## src/rtl/msg_tx_scheduler.sv

```systemverilog
// Keyboard message buffer with backspace, frozen and handed to the GPIO link via a data_ready/tx_done handshake.
// Latency: accepted key visible 1 cycle after its strobe; minimum send-to-EDIT round trip 4 cycles.
// Backpressure: keys arriving while busy or with a full buffer are discarded and flagged on dropped; each handshake phase is bounded by a watchdog.
module msg_tx_scheduler #(
    parameter int MSG_CHARS      = 16,
    parameter int TIMEOUT_CYCLES = 200_000_000
) (
    input  logic                           clock,
    input  logic                           RESETN,
    input  logic                           key_valid,
    input  logic [7:0]                     key_ascii,
    input  logic                           send_req,
    input  logic                           tx_done,
    output logic [8*MSG_CHARS-1:0]         message_out,
    output logic                           data_ready,
    output logic [$clog2(MSG_CHARS+1)-1:0] char_count,
    output logic                           busy,
    output logic                           dropped,
    output logic                           tx_ok,
    output logic                           tx_err
);

    localparam int CNT_W = $clog2(MSG_CHARS+1);
    localparam int WD_W  = $clog2(TIMEOUT_CYCLES);
    localparam logic [CNT_W-1:0] CNT_FULL = CNT_W'(MSG_CHARS);
    // Abort on the edge where the watchdog would step onto TIMEOUT_CYCLES-1.
    localparam logic [WD_W-1:0]  WD_LAST  = WD_W'(TIMEOUT_CYCLES - 2);
    localparam logic [7:0]       KEY_DEL  = 8'd127;

    typedef enum logic [1:0] {
        ST_EDIT    = 2'd0,
        ST_REQ     = 2'd1,
        ST_RELEASE = 2'd2,
        ST_CLEAR   = 2'd3
    } state_t;

    state_t            state_q;
    state_t            state_nxt;
    logic [WD_W-1:0]   wd_q;
    logic              wd_clr;
    logic              wd_inc;
    logic              do_append;
    logic              do_delete;
    logic              do_clear;
    logic              drop_nxt;
    logic              ok_nxt;
    logic              err_nxt;

    always_ff @(posedge clock or negedge RESETN) begin
        if (!RESETN) begin
            state_q <= ST_EDIT;
        end else begin
            state_q <= state_nxt;
        end
    end

    always_comb begin
        state_nxt = state_q;
        wd_clr    = 1'b0;
        wd_inc    = 1'b0;
        do_append = 1'b0;
        do_delete = 1'b0;
        do_clear  = 1'b0;
        drop_nxt  = 1'b0;
        ok_nxt    = 1'b0;
        err_nxt   = 1'b0;
        case (state_q)
            ST_EDIT: begin
                if (send_req && (char_count != '0)) begin
                    state_nxt = ST_REQ;
                    wd_clr    = 1'b1;
                    drop_nxt  = key_valid;
                end else if (key_valid) begin
                    if (key_ascii == KEY_DEL) begin
                        do_delete = (char_count != '0);
                    end else if (char_count == CNT_FULL) begin
                        drop_nxt  = 1'b1;
                    end else begin
                        do_append = 1'b1;
                    end
                end
            end
            ST_REQ: begin
                drop_nxt = key_valid;
                if (tx_done) begin
                    state_nxt = ST_RELEASE;
                    wd_clr    = 1'b1;
                end else if (wd_q == WD_LAST) begin
                    // Buffer is kept so the user can retry the send.
                    state_nxt = ST_EDIT;
                    err_nxt   = 1'b1;
                    wd_inc    = 1'b1;
                end else begin
                    wd_inc    = 1'b1;
                end
            end
            ST_RELEASE: begin
                drop_nxt = key_valid;
                if (!tx_done) begin
                    state_nxt = ST_CLEAR;
                    ok_nxt    = 1'b1;
                end else if (wd_q == WD_LAST) begin
                    // Transmitter already took the message, so clear anyway.
                    state_nxt = ST_CLEAR;
                    err_nxt   = 1'b1;
                    wd_inc    = 1'b1;
                end else begin
                    wd_inc    = 1'b1;
                end
            end
            ST_CLEAR: begin
                drop_nxt  = key_valid;
                do_clear  = 1'b1;
                state_nxt = ST_EDIT;
            end
            default: begin
                state_nxt = ST_EDIT;
            end
        endcase
    end

    always_ff @(posedge clock or negedge RESETN) begin
        if (!RESETN) begin
            message_out <= '0;
            char_count  <= '0;
            wd_q        <= '0;
            data_ready  <= 1'b0;
            busy        <= 1'b0;
            dropped     <= 1'b0;
            tx_ok       <= 1'b0;
            tx_err      <= 1'b0;
        end else begin
            if (do_clear) begin
                message_out <= '0;
                char_count  <= '0;
            end else if (do_append) begin
                message_out[8*(MSG_CHARS-1-int'(char_count)) +: 8] <= key_ascii;
                char_count <= char_count + CNT_W'(1);
            end else if (do_delete) begin
                message_out[8*(MSG_CHARS-int'(char_count)) +: 8] <= 8'h00;
                char_count <= char_count - CNT_W'(1);
            end

            if (wd_clr) begin
                wd_q <= '0;
            end else if (wd_inc) begin
                wd_q <= wd_q + WD_W'(1);
            end

            data_ready <= (state_nxt == ST_REQ);
            busy       <= (state_nxt != ST_EDIT);
            dropped    <= drop_nxt;
            tx_ok      <= ok_nxt;
            tx_err     <= err_nxt;
        end
    end

endmodule

```

## config.mk

```make
export PLATFORM = sky130hd
export DESIGN_NAME = msg_tx_scheduler
export DESIGN_NICKNAME = d
export VERILOG_FILES = /design/src/rtl/msg_tx_scheduler.sv
export SDC_FILE = /design/constraint.sdc
export NUM_CORES = 1
export LEC_CHECK = 0
export ABC_AREA = 1
export CORE_MARGIN = 2
export CORE_UTILIZATION = 43
export DETAILED_ROUTE_END_ITERATION = 8
export GPL_TIMING_DRIVEN = 0
export PLACE_DENSITY = 0.67
export SYNTH_ARGS = -nofsm -noshare
export SYNTH_HDL_FRONTEND = slang
export SYNTH_SLANG_ARGS = --single-unit
export TNS_END_PERCENT = 30
```

## constraint.sdc

```tcl
create_clock -name clock -period 4.2 [get_ports clock]
set_input_delay 0.84 -clock clock [delete_from_list [all_inputs] [get_ports clock]]
set_output_delay 0.84 -clock clock [all_outputs]
set_load 0.02 [all_outputs]
```

; After elaboration in Yosys (flattened, before gate mapping)
; Cells that the tools add are included.
[classes]
add_sub_neg = 7
n_eq_ne = 7
shifts = 4
muxes = 41
n_reduce_logical = 7
[ops]
columns = operator, count
row1 = 2-to-1 mux 128 bit, 3
row2 = bitwise mux 128 bit, 2
row3 = "variable shift 8 x 33 -> 128 bit, first input constant", 2
row4 = indexed part select 8 x 33 -> 128 bit, 1
row5 = "indexed part select 8 x 33 -> 128 bit, first input constant", 1
row6 = negation 9 -> 33 bit, 2
row7 = 2-to-1 mux 28 bit, 2
row8 = "adder 28 x 1 -> 28 bit, second input constant", 1
row9 = "equality test 28 bit, second input constant", 1
row10 = 2-to-1 mux 1 bit, 21
row11 = 2-to-1 mux 5 bit, 3
row12 = 2-to-1 mux 2 bit, 5
row13 = "equality test 8 x 7 -> 1 bit, second input constant", 1
row14 = case mux 1 bit (2 select lines), 4
row15 = case mux 2 bit (4 select lines), 1
row16 = "subtractor 4 x 5 -> 6 bit, first input constant", 1
row17 = "subtractor 5 x 5 -> 6 bit, first input constant", 1
row18 = "adder 5 x 1 -> 5 bit, second input constant", 1
row19 = "equality test 5 bit, second input constant", 1
row20 = nonzero test 5 bit, 1
row21 = "subtractor 5 x 1 -> 5 bit, second input constant", 1
row22 = "equality test 2 x 1 -> 1 bit, second input constant", 2
row23 = "equality test 2 bit, second input constant", 2
row24 = nonzero test 2 bit, 2
row25 = 4 further kinds, 4
[word_totals]
reg_bits = 168

; Longest topological paths before layout
[depth]
ltp_word = 8
ltp_mapped = 23
mapped_depth_nobuf = 22

; Worst setup path before layout
; No wires, ideal clock.
[synth_path]
path_type = register -> register
startpoint = register char_count[0]
endpoint = register message_out[80]
setup_time_ns = 0.117
arrival_time_ns = 3.211
t_required_ns = 4.083
setup_slack_ns = 0.872
stages_incl_launch_ff = 22
path_buffers = 1
period_less_slack_ns = 3.328
cell_sequence = dfrtp_1 buf_4 inv_2 ha_1 inv_1 nor3_1 ha_1 inv_1 nor2_1 ha_1 inv_2 nand2_1 nand2_1 nand2_1 nor2_1 nand2_1 nor2_4 nand4_1 o21ai_4 nand2_4 nand2_1 nand2_1
[synth_via]
elab_chain_len = 8
elab_cells_between_ends = 26
[synth_lines]
columns = element, line
row1 = start: declaration, 16  ; output logic [$clog2(MSG_CHARS+1)-1:0] char_count,
row2 = start signal: assignment, 138  ; char_count <= char_count + CNT_W'(1);
row3 = start signal: assignment, 141  ; char_count <= char_count - CNT_W'(1);
row4 = "parallel branches: the longest is 8 deep, another holds negation 9 -> 33 bit", -
row5 = end signal: indexed assignment, 137  ; message_out[8*(MSG_CHARS-1-int'(char_count)) +: 8] <= key_ascii;
row6 = end: declaration, 14  ; output logic [8*MSG_CHARS-1:0] message_out,
; Parallel ways; which one is timed is not known. The select of a mux whose other input is x is not followed.
; A chain may end at the register's enable or synchronous reset.

; Worst setup path after layout
[layout_path]
startpoint = register char_count[0]
endpoint = register message_out[13]
; The elaborated chain is that of the path after synthesis.

==> results.ini <==
[floorplan]
rows = 53
die_w_um = 149
core_sq_um = 20800
start_util_pct = 43.5
die_y_um = 149
io_pins = 151
dieArea_sq_um = 22200

[power]
power_frac_clock_pct = 26.3
p_switching_mw = 2.61
swShare_pct = 44.9
internal-power_mw = 3.21
peakVddDrop_mv = 0.362
p_per_area_nw_per_um2 = 503
p_seq_share_pct = 30.3
pwr-share-comb_pct = 43.3
p_total_mw = 5.82
p_leak_nw = 5.79

[synthesis]
yosys_most_used_dff = dfrtp_1
synth_edf_count = 0
ys_types = 46
ys_seq_elements = 168
synth_area_sq_um = 9050
syn-num-nets = 1261
syn_area_per_cell_sq_um = 7.40
synth_cells = 1222
async_flop_share_pct = 100
yosysWarnings = 0
synth.yosys.seq_area_share_pct = 46.5

[clock_network]
htreeDepth = 4
clk_latency_ns = 0.43
clockBufferDepth = 2
cts_hold_buf = 0
cts.reportedPaths.clkPinSlew_ns = 0.07
numCtsBuffers = 17
cts_tree = done
cts.sinks = 168
clockRootBuffer = clkbuf_16

[critical_path]
r2r_cells = 21
timing.critical_path.cells = buf_4, inv_2, ha_1, inv_1, nor3_2, ha_1, inv_1, nor2_2, ha_1, inv_2, nand2_1, nand2_1, nand2_1, nor2_1, nand2_1, nor2_4, nand4_2, o21ai_2, nand2_2, nand2_1, nand2_1
rrSetupSlack_ns = 0.37
crit_type = reg2reg
critPathLaunchType = register
crit_path_max_incr_delay_ns = 0.44
cpMostUsedCell = nand2_1
cp.depth = 21
cpLargestDelayFamily = simple AND/OR/NAND/NOR gates
end_kind = register
crit_required_ns = 4.52
crit_slowest_cell = dfrtp_1
cp.arrival_ns = 4.15
crit_buf_inv = 5
cp_max_fo = 8

[place]
globalplace.congestion = 0.943
hpwl_um = 18900
portBuffers = 150
placed_cells = 1648
postPlaceCellArea_sq_um = 10900

[finish]
postLayoutCoreUtil_pct = 55.5
final_layout_size_suffix_gt1_share_pct = 8.65
layout_commonest_cell = nand2_1
layout_common_cells = nand2_1 (524), dfrtp_1 (168), clkdlybuf4s50_1 (149)
nets = 1436
final_area_sq_um = 11600
multi_input_area_sq_um = 4310
final_cells = 1685
seqCellArea_sq_um = 4200
antennaDiodeCount = 0
synthToLayoutAreaGrowth_pct = 27.8
nFillCells = 2020

[timing]
final_max_slew_viol_count = 0
worst_pin_slew_ns = 0.695
hold_viol = 0
final-setup-viol-count = 0
fmax_mhz = 261
period_needed_ns = 3.83
post-route-period-util_pct = 91.3
slew_headroom_pct = 53.4
fin_skew_ns = 0.0121

[run_status]
status = complete, no violations

[global_routing]
grt_use_total_pct = 22.8
antenna_found_initial = 0
grt_pass1_vias = 7644
grt_pass1_wl_um = 39900
overflow = 0
grt_max_degree = 103

[detailed_routing]
drtPass1Iterations = 5
vias = 8457
wl_per_cell_um = 14.7
ant_nets = 0
drt_wl_total_um = 24800
drt_iter0_markers = 534
drc = 0
viasPerCell = 5.02

[hold_path]
hp-class = in2async

[flow_run]
cap_violations = 0

-- metrics by stage --
stage	worst slack, ns	hold slack, ns	TNS (ns)
after global placement	-4.74	0.455	-793.20
after CTS	0.172	0.369	0
after global routing	-0.0111	0.389	-0.0165
after detailed placement	0.186	0.457	0
after floorplan	0.872	0.456	0
final	0.367	0.346	0
-- final cells by class --
cell class | count | share of cell area, %
Timing Repair Buffer | 156 | 13.6
Buffer | 19 | 0.877
Sequential cell | 168 | 36.4
Multi-Input combinational cell | 915 | 37.3
Clock buffer | 17 | 3.68
Clock inverter | 15 | 1.30
Tap cell | 275 | 2.98
Inverter | 120 | 3.90
-- final timing paths --
path,end,startpoint
max,message_out[13]$_DFFE_PN0P_,char_count[0]$_DFFE_PN0P_
min reg2reg,message_out[117]$_DFFE_PN0P_,message_out[117]$_DFFE_PN0P_
min in group clock,message_out[117]$_DFFE_PN0P_,message_out[117]$_DFFE_PN0P_
max reg2reg,message_out[13]$_DFFE_PN0P_,char_count[0]$_DFFE_PN0P_
max in group asynchronous,message_out[94]$_DFFE_PN0P_,RESETN
min,message_out[15]$_DFFE_PN0P_,RESETN
-- synthesized netlist by cell type (3+ instances only) --
master / instances / area, sq um
nor3_1: 26 / 130
clkbuf_1: 7 / 26.3
nor2_2: 9 / 56.3
nand2_2: 12 / 75.1
o21ai_0: 21 / 105
dfrtp_1: 168 / 4200
nand3_2: 3 / 30.0
nand2_4: 3 / 33.8
o22ai_1: 3 / 18.8
nand2_1: 526 / 1970
nand3_1: 70 / 350
nor2_4: 5 / 56.3
a21oi_1: 23 / 115
ha_1: 25 / 313
xor2_1: 3 / 26.3
nand4_1: 33 / 206
xnor2_1: 4 / 35.0
o21ai_1: 9 / 45.0
inv_2: 22 / 82.6
nor2_1: 113 / 424
inv_1: 96 / 360
nor4_1: 3 / 18.8
buf_2: 9 / 45.0
-- registers in the layout, summed over array words and instances, names as in the netlist --
name and count:
data_ready 1, dropped 1, message_out 128, tx_ok 1
tx_err 1, busy 1, char_count 5, state_q 2
wd_q 28
-- per-layer routing --
layer | track usage [%] | wire length, um | up-vias
li1 | - | - | 4213
met1 | 32.3 | 11600 | 3976
met2 | 36.0 | 11500 | 242
met3 | 4.46 | 1450 | 26
met4 | 6.10 | 333 | 0
met5 | 0 | 0 | -
-- cell families after synthesis --
family | Yosys count | synth area share, %
compound gates | 69 | 4.49
xor+xnor | 8 | 0.857
fa+ha+maj | 26 | 3.68
buf+inv | 139 | 6.10
flops | 168 | 46.5
simple gates | 812 | 38.4
-- worst register-to-register path: cells and delay by family, from the launching register on --
family / cells / cell delay, ns
and+or+nand+nor: 12 / 1.35
adders and majority gates: 3 / 0.97
buffers and inverters: 5 / 0.68
DFF: 1 / 0.44
AOI/OAI and AO/OA: 1 / 0.26
-- repair_timing --
action / CTS / global route
buffers inserted: 0 / 5
resized for setup: 0 / 5
setup endpoints to repair: 0 / 107
-- power groups by stage --
stage	clock network (mW)	logic (mW)	registers, mW
6_report	1.53	2.52	1.76
2_1_floorplan	0	1.73	1.82
3_3_place_gp	0	2.40	1.79
5_1_grt	1.63	2.81	1.77
4_1_cts	1.55	2.46	1.76
3_5_place_dp	0	2.45	1.79
(Power assumes the default switching activity.)
==> patch: new RTL, same flow settings <==
The parameter `TIMEOUT_CYCLES` goes from 200_000_000 to 800_000_000.
--- a/src/rtl/msg_tx_scheduler.sv
+++ b/src/rtl/msg_tx_scheduler.sv
@@ -3,7 +3,7 @@
 // Backpressure: keys arriving while busy or with a full buffer are discarded and flagged on dropped; each handshake phase is bounded by a watchdog.
 module msg_tx_scheduler #(
     parameter int MSG_CHARS      = 16,
-    parameter int TIMEOUT_CYCLES = 200_000_000
+    parameter int TIMEOUT_CYCLES = 800_000_000
 ) (
     input  logic                           clock,
     input  logic                           RESETN,
Function: same outputs for any inputs over 4 cycles, from zero or initial values and one cycle with RESETN low; that may be too few to reach the edited logic, so the function may still have changed.
==> patch against the unedited design <==
Critical endpoint is now message_out[9]; cell area rose by 2.1%; setup slack improved by 17 ps; sequential power grew 3%; area after synthesis grew 3.1%; highest routed layer unchanged; clock power rose by 5%; total power grew 2.2%; largest cell class unchanged; wire length up 5.1%; sequential cell count is 2 higher.
==> patch: results (changes against the unedited design) <==
* Synth top area cells: dfrtp_1, nand2_1, nor2_1, nand3_1, inv_1
* Distinct cells, synth at 48 (+4.3%)
* Worst VDD drop at 0.000308 V (-15%)
* Synthesis Warnings at 0 (unchanged)
* Kind of cell adding the most delay to the critical path: simple AND/OR/NAND/NOR gates
* First-pass GRT wire length at 42.4 mm (+6.1%)
* LEAKAGE at 5.87 nW (+1.4%)
* Final-layout fill cell count at 1960 (-3.0%)
* DR WL/cell at 15.2 µm (+2.9%)
* R2r endpoint: message_out[9]
* CTS buffer count at 17 (unchanged)
* Min-delay worst type: in -> async
* Largest registers: message_out: 128 flops, wd_q: 30 flops, char_count: 5 flops
* Vias per cell at 5.05 (+0.63%)
* Worst r2r path cells at 21 (unchanged)
* CP max FO at 8 (unchanged)
* Post-place instance area at 0.0112 mm² (+2.5%)
* Crit path largest cell delay at about 450 ps
* Final nets at 1472 (+2.5%)
* Post-DP HPWL at 20.0 mm (+5.9%)
* Most frequent cells after synthesis: nand2_1, dfrtp_1, nor2_1
* Ys flop type: dfrtp_1
* Clock insertion delay at the later pin of the skew report at 450 ps (+20 ps)
* M3 GR Usage at 4.49% (+0.023 points)
* GPL Wtd Cong at 0.902 (-4.4%)
* Sequential area share after synthesis at 45.6% (-0.85 points)
* Slew HR at 50.6% (-2.8 points)
* Number of antenna violations at the first check in global routing at 0 (unchanged)
* Final std cells w/o fill at 1721 (+2.1%)
* Fraction of layout cells with a size suffix above 1 at 7.95% (-0.70 points)
* Clock Skew at 12.4 ps (+0.294 ps)
* Data arrival, critical path at 4150 ps (about the same)
* Flops & latches, synth at 170 (+1.2%)
* Global Route Usage Sum at 23.7% (+0.92 points)
* Largest net degree at the start of global routing at 88 (-15%)
* Grt met1 use at 33.9% (+1.7 points)
* Post-CTS setup buffer count at 0 (unchanged)
* Vias in the first global route at 8294 (+8.5%)
* IO Port Bufs at 150 (unchanged)
* FFs w/ async S/R, synth at 100% (unchanged)
* Post-route setup slack at 385 ps (+17.2 ps)
* Syn avg cell area at 7.38 µm² (-0.36%)
* Post-Syn Nets at 1303 (+3.3%)
* Initial DRC Count at 559 (+4.7%)
* Slowest cell on crit path: dfrtp_1
* # diodes at 0 (unchanged)
* Root Driver: clkbuf_16
* Global routing met2 resource utilization at 36.9% (+0.86 points)
* Worst r2r src: char_count[0]
* Clock-pin slew on the worst setup and hold paths at ~80 ps
* Clock Path Buffers at 2 (unchanged)
* H-tree lvl count at 4 (unchanged)
* Status: completed
* First-pass DRT Iterations at 5 (unchanged)
* CTS resizes at 0 (unchanged)
* Worst Hold Slack at 373 ps (+26.6 ps)
==> patch: cell count changes after synthesis, sizes merged, moves of 3 or more <==
cell,unedited run,this run
nand3,73,91
xor2,3,6
o21bai,0,6
o21ai,34,28
inv,118,123
a21oi,23,20
nor2,128,137
nand2,541,562
nand4,35,26
==> patch: logic make-up after synthesis <==
group	synth area share (%)
AND/OR/NAND/NOR	39.1
flip-flops	45.6
buffers and inverters	6.08
AO/OA/AOI/OAI	4.55
adder cells (fa/ha/maj)	3.57
XOR/XNOR	1.05
==> patch: routing by layer <==
metal / up-vias / part of all wire, %
li1: 4315 / -
met1: 4116 / 48
met2: 228 / 45
met3: 33 / 5.5
met4: 0 / 1.7
met5: - / 0
==> patch: worst max-delay path by stage <==
stage	startpoint	end	depth (start not counted)
after floorplan	char_count[0]	message_out[43]	21
after global placement	RESETN	message_out[17]	1
after detailed placement	char_count[2]	message_out[59]	19
after CTS	char_count[2]	message_out[63]	19
after global routing	char_count[0]	message_out[60]	22
final	char_count[0]	message_out[9]	21
==> patch: final cells by class <==
type	count	area, µm²	area share (%)
Clock buffer	18	429	3.63
Timing Repair Buffer	151	1530	13.0
Buffer	16	87.6	0.742
Inverter	126	475	4.03
Multi-Input combinational cell	951	4510	38.2
Sequential cell	170	4250	36.0
Tap cell	275	344	2.91
Clock inverter	14	178	1.50
==> patch: where the power goes <==
group | internal, mW | switching (mW) | leakage, nW
Sequential | 1.71 | 0.109 | 2.36
Clock | 0.812 | 0.791 | 0.294
Combinational | 0.745 | 1.77 | 3.22
